`src/rtl/dmem_lsu.sv`:
```
// rtl/dmem_lsu.sv - MEM-stage load/store unit with request/ready data bus, lane steering and load extension
module dmem_lsu #(
    parameter int XLEN      = 32,
    parameter int ADDR_SIZE = 32
) (
    input  logic                 clk,
    input  logic                 reset,
    input  logic                 memreadM,
    input  logic                 memwriteM,
    input  logic [1:0]           lwhbM,
    input  logic [1:0]           swhbM,
    input  logic                 lunsignedM,
    input  logic [XLEN-1:0]      aluoutM,
    input  logic [XLEN-1:0]      writedataM,
    output logic                 stallM,
    output logic                 misalignM,
    output logic [XLEN-1:0]      readdataM,
    output logic                 ldvalidM,
    output logic                 bus_req,
    output logic                 bus_we,
    output logic [ADDR_SIZE-1:0] bus_addr,
    output logic [XLEN-1:0]      bus_wdata,
    output logic [3:0]           bus_wstrb,
    input  logic                 bus_ready,
    input  logic [XLEN-1:0]      bus_rdata
);

    typedef enum logic [1:0] {IDLE, BUSY, DONE} state_t;

    state_t         state, state_nxt;
    logic           op, is_store, mis;
    logic [1:0]     acc_size;
    logic [XLEN-1:0] st_wdata;
    logic [3:0]     st_wstrb;
    logic [1:0]     ld_size;
    logic           ld_uns;
    logic [1:0]     ld_off;
    logic           ld_en;
    logic [7:0]     ld_byte;
    logic [15:0]    ld_half;
    logic [XLEN-1:0] ld_ext;

    // Decode the MEM-stage request: a simultaneous read+write is a store
    always_comb begin
        op       = memreadM | memwriteM;
        is_store = memwriteM;
        acc_size = is_store ? swhbM : lwhbM;
        case (acc_size)
            2'b01:   mis = aluoutM[0];
            2'b10:   mis = 1'b0;
            default: mis = |aluoutM[1:0];
        endcase
        misalignM = op & mis;
    end

    // Store lane steering: replicate data across lanes, enable only the addressed bytes
    always_comb begin
        case (swhbM)
            2'b10: begin
                st_wdata = {4{writedataM[7:0]}};
                st_wstrb = 4'b0001 << aluoutM[1:0];
            end
            2'b01: begin
                st_wdata = {2{writedataM[15:0]}};
                st_wstrb = aluoutM[1] ? 4'b1100 : 4'b0011;
            end
            default: begin
                st_wdata = writedataM;
                st_wstrb = 4'b1111;
            end
        endcase
    end

    // Load lane extraction and sign/zero extension from the latched size/offset
    always_comb begin
        ld_byte = bus_rdata[{ld_off, 3'b000} +: 8];
        ld_half = ld_off[1] ? bus_rdata[31:16] : bus_rdata[15:0];
        case (ld_size)
            2'b10:   ld_ext = ld_uns ? {24'b0, ld_byte} : {{24{ld_byte[7]}}, ld_byte};
            2'b01:   ld_ext = ld_uns ? {16'b0, ld_half} : {{16{ld_half[15]}}, ld_half};
            default: ld_ext = bus_rdata;
        endcase
    end

    // State register
    always_ff @(posedge clk or negedge reset) begin
        if (!reset) state <= IDLE;
        else        state <= state_nxt;
    end

    // Next state and pipeline stall; DONE never issues, so an instruction runs once
    always_comb begin
        state_nxt = state;
        stallM    = 1'b0;
        case (state)
            IDLE: begin
                if (op && !mis) begin
                    stallM    = 1'b1;
                    state_nxt = BUSY;
                end
            end
            BUSY: begin
                stallM = 1'b1;
                if (bus_ready) state_nxt = DONE;
            end
            DONE:    state_nxt = IDLE;
            default: state_nxt = IDLE;
        endcase
    end

    // Registered bus outputs and load result; bus fields stay frozen while BUSY
    always_ff @(posedge clk or negedge reset) begin
        if (!reset) begin
            bus_req   <= 1'b0;
            bus_we    <= 1'b0;
            bus_addr  <= '0;
            bus_wdata <= '0;
            bus_wstrb <= 4'b0000;
            readdataM <= '0;
            ldvalidM  <= 1'b0;
            ld_size   <= 2'b00;
            ld_uns    <= 1'b0;
            ld_off    <= 2'b00;
            ld_en     <= 1'b0;
        end else begin
            case (state)
                IDLE: begin
                    if (op && !mis) begin
                        bus_req   <= 1'b1;
                        bus_we    <= is_store;
                        bus_addr  <= ADDR_SIZE'({aluoutM[XLEN-1:2], 2'b00});
                        bus_wdata <= is_store ? st_wdata : '0;
                        bus_wstrb <= is_store ? st_wstrb : 4'b0000;
                        ld_size   <= lwhbM;
                        ld_uns    <= lunsignedM;
                        ld_off    <= aluoutM[1:0];
                        ld_en     <= !is_store;
                    end
                end
                BUSY: begin
                    if (bus_ready) begin
                        bus_req <= 1'b0;
                        if (ld_en) begin
                            readdataM <= ld_ext;
                            ldvalidM  <= 1'b1;
                        end
                    end
                end
                DONE:    ldvalidM <= 1'b0;
                default: ldvalidM <= 1'b0;
            endcase
        end
    end

endmodule

```
`config.mk`:
```
export PLATFORM = sky130hd
export DESIGN_NAME = dmem_lsu
export DESIGN_NICKNAME = d
export VERILOG_FILES = /design/src/rtl/dmem_lsu.sv
export SDC_FILE = /design/constraint.sdc
export NUM_CORES = 1
export LEC_CHECK = 0
export ABC_AREA = 1
export ABC_CLOCK_PERIOD_IN_PS = 2500
export BUFFER_PORTS_ARGS = -buffer_cell sky130_fd_sc_hd__buf_2
export CORE_MARGIN = 2
export CORE_UTILIZATION = 50
export DETAILED_ROUTE_END_ITERATION = 16
export PLACE_DENSITY = 0.81
export SLEW_MARGIN = 0
export SYNTH_ARGS = -nofsm -noshare
export SYNTH_HDL_FRONTEND = slang
export SYNTH_SLANG_ARGS = --single-unit
```
`constraint.sdc`:
```
create_clock -name clk -period 2.5 [get_ports clk]
set_clock_uncertainty 0.1 [all_clocks]
set_input_delay 0.25 -clock clk [delete_from_list [all_inputs] [get_ports clk]]
set_output_delay 0.25 -clock clk [all_outputs]
set_load 0.005 [all_outputs]
```
==> impl_results.md <==
- Result of the run: finished clean
- Reported net switching power: between 3 and 4 mW
- Input/output buffers: around 210
- Reg2Reg Launch Point: ld_off[1]
- Dpl hpwl: approximately 11000 um
- Clock net sink count: between 100 and 150
- Flip-flop cell with the highest count after synthesis: dfrtp_1
- Most frequent cells in the layout: nand2_1, buf_2, dfrtp_1
- Area taken by flip-flops and latches: 2730 um2
- Final cycle utilization of the critical path: between 80% and 90%
- Met1 GRT Util: ~36%
- Global-route wire length before repair: between 20000 and 30000 um
- Via density: roughly 5.2
- Number of fillers in the final layout: about 960
- Synthesized netlist cell count: between 700 and 800
- Class of the most critical hold timing path: input port to flip-flop
- Yosys synthesis warning count: 0
- Area added between synthesis and finish: 28.2%
- Summed negative setup slack over all endpoints: 0 ps
- Std-Cell Core Area: between 10000 and 15000 um2
- Relative slew slack: 54.0%
- Die ar.: roughly 12000 um2
- Worst-path clk slew: 110 ps
- Post-CTS setup buffer count: 0
- Critical path start-end classification: input port to output port
- Hold Path Cell Cnt: 3
- Final number of max-transition violations: 0
- Maximum level of the CTS H-tree: 3
- Insertion delay to the later sink of the worst-skew pair: 360 ps
- GRT overflow: 0
- Clock power share: 14.4%
- Routed via count: 5709
- Initial core utilization: about half
- Met3 capacity usage during global routing: 5.75%
- Pre-Repair DR Iteration Count: 5
- Root Buffer Master: clkbuf_8
- Antenna Diode Count: 0
- Depth of the worst register-to-register path: 9
- Total internal power: between 4 and 5 mW
- Synthesis-stage register bit count: about 110
- Ratio of cells with drive above 1 in the final layout: between 20% and 30%
- Proportion of power drawn by flip-flops and latches: about 40%
- Top-area cell type share of the netlist area: approximately half
- Part of the Yosys area used for sequential elements: just under 50%
- Peak fanout along the critical path: 101
- Total routing usage reported by global routing: between 20 and 30%
- Tightest Pin Transition: ~690 ps
- Most Crowded Layer GR: met2
- Maximum clock frequency: 0.478 GHz
- Remaining antenna violation count: 0
- TritonCTS clock tree: done
- Die height: ~110 um
- R2R setup slack: approximately 530 ps
- Synthesized cell area: 5570 um2
- Number of hold-slack violations in the final timing report: 0
- Pin count of the biggest net entering global routing: around 100
- Capturing instance or port of the critical path: stallM
- Wire length per cell after detailed routing: roughly 14 um
- Critical path endpoint category: output port
- Die Span X: roughly 110 um
- Required time reported for the critical path endpoint: between 2000 and 2500 ps
- Remaining routing DRC violations: 0
- Initial drt markers: approximately 380
- Finish-stage setup viols: 0
- Grt met2 use: between 40% and 50%
- Multi-input combinational cell area: 2380 um2
- Worst endpoint data arrival time: ~1700 ps
- Final critical delay including setup and external delays: 2090 ps
- Leakage power total: approximately 4.1 nW
- Switching share of power: roughly 43%
- Reg-to-reg endpoint: readdataM[9]
- I/O pin total: between 200 and 250
- Critical path startpoint category: input port
- Most common cell after layout, fill and taps aside: nand2_1
- Rows: 38
- Cell type with the largest total area after synthesis: dfrtp_1
- Synth top area cells: dfrtp_1, nand2_1, a21oi_1
- Worst setup path startpoint: memwriteM
- Final weighted congestion in routability-driven placement: 0.868
- Pwr per Cell Area: roughly 1100 nW/um2
- Antenna violations before repair: 0
- Layout net count: around 1100
- Number of buffers on the longest clock path: 2
- Count of different cell masters after synthesis: 25
- Final hold slack: about 45 ps
- Number of flops mapped to enable cells by yosys: 0
- Synthesized area per cell: about 7.6 um2
- Total clock buffers created by CTS: 9
- Fraction of registers with async set or reset after synthesis: between 90% and 100%
- Routed wire length: around 16000 um
- Peak supply drop: around 0.54 mV
- RSZ-0062 raised after global routing: no
- Vias in the first global route: about 5300
- Max-cap violation count: 0
- Combinational cell fraction of total power: 45.2%
state kept, by name, summed over array words and instances (netlist names):
name / cells
readdataM: 32
ld_en: 1
bus_addr: 30
state: 2
ldvalidM: 1
bus_wstrb: 4
ld_off: 2
bus_we: 1
ld_size: 2
bus_wdata: 32
ld_uns: 1
bus_req: 1
cell families after synthesis:
logic type | count (synthesis) | share of synthesized area [%]
compound gates | 112 | 11.1
fa+ha+maj | 5 | 1.12
buf+inv | 81 | 8.58
simple gates | 425 | 30.2
other cells | 1 | 0.0673
flops | 109 | 48.9
per-stage QoR:
step                      utilization (%)  instances  power [mW]  setup WS [ps]  instance area [um2]
after CTS                            65.9       1100        7.70            448                 7140
after floorplan                         -        734        5.23            399                 5580
after global placement               60.9       1051        6.45            461                 6610
after detailed placement             60.9       1051        6.54            437                 6610
final                                65.9       1100        7.71            407                 7140
after global routing                 65.9       1100        8.38            315                 7140
per-layer routing:
metal | up-vias | part of all wire [%]
met3 | 54 | 8.2
met2 | 285 | 46
met1 | 2641 | 41
met5 | - | 0
li1 | 2729 | -
met4 | 0 | 4.1
critical path, cell delays in order:
cell and delay [ps]:
buf_2 210, o21ai_0 130, ha_1 320, o21ai_2 200
nand3_4 110, buf_12 250, nand2_1 120, buf_2 110
cells in the mapped netlist (2+ instances only):
library cell	instances
nand2_2	3
or2_2	4
inv_2	2
ha_1	5
nand3_1	16
o21ai_0	39
clkbuf_1	9
nand3b_1	8
or2_1	3
o21ai_2	15
buf_2	11
buf_6	17
nand2_1	353
buf_4	6
clkinv_1	2
nor2_1	36
a21oi_1	57
inv_1	32
dfrtp_1	109
area by class of cell:
| cell class | instances | area share, % |
|---|---|---|
| inverter | 38 | 2.14 |
| clock inverter | 7 | 1.17 |
| tap | 140 | 2.45 |
| timing repair buffer | 253 | 21.0 |
| multi-input combinational | 544 | 33.3 |
| clock buffer | 9 | 1.73 |
| sequential | 109 | 38.2 |
how the worst min path moves through the flow:
| stage | end | start | slack [ps] |
|---|---|---|---|
| after floorplan | bus_addr[10] | reset | -150 |
| after global placement | readdataM[21] | reset | 120 |
| after detailed placement | readdataM[20] | reset | 120 |
| after CTS | ld_size[1] | lwhbM[1] | 20 |
| after global routing | ld_size[0] | lwhbM[0] | 40 |
| final | ld_size[1] | lwhbM[1] | 40 |
power by group through the flow:
stage	combinational, mW	clock [mW]	sequential, mW
floorplan	2.13	0	3.10
global placement	3.34	0	3.11
detailed placement	3.43	0	3.11
CTS	3.48	1.13	3.10
global route	3.97	1.20	3.21
finish	3.49	1.11	3.11
repair_timing:
item	4_1_cts	5_1_grt
hold buffers	33	0
gates resized for setup	0	0
hold endpoints to repair	62	0
(Power assumes the default switching activity.)
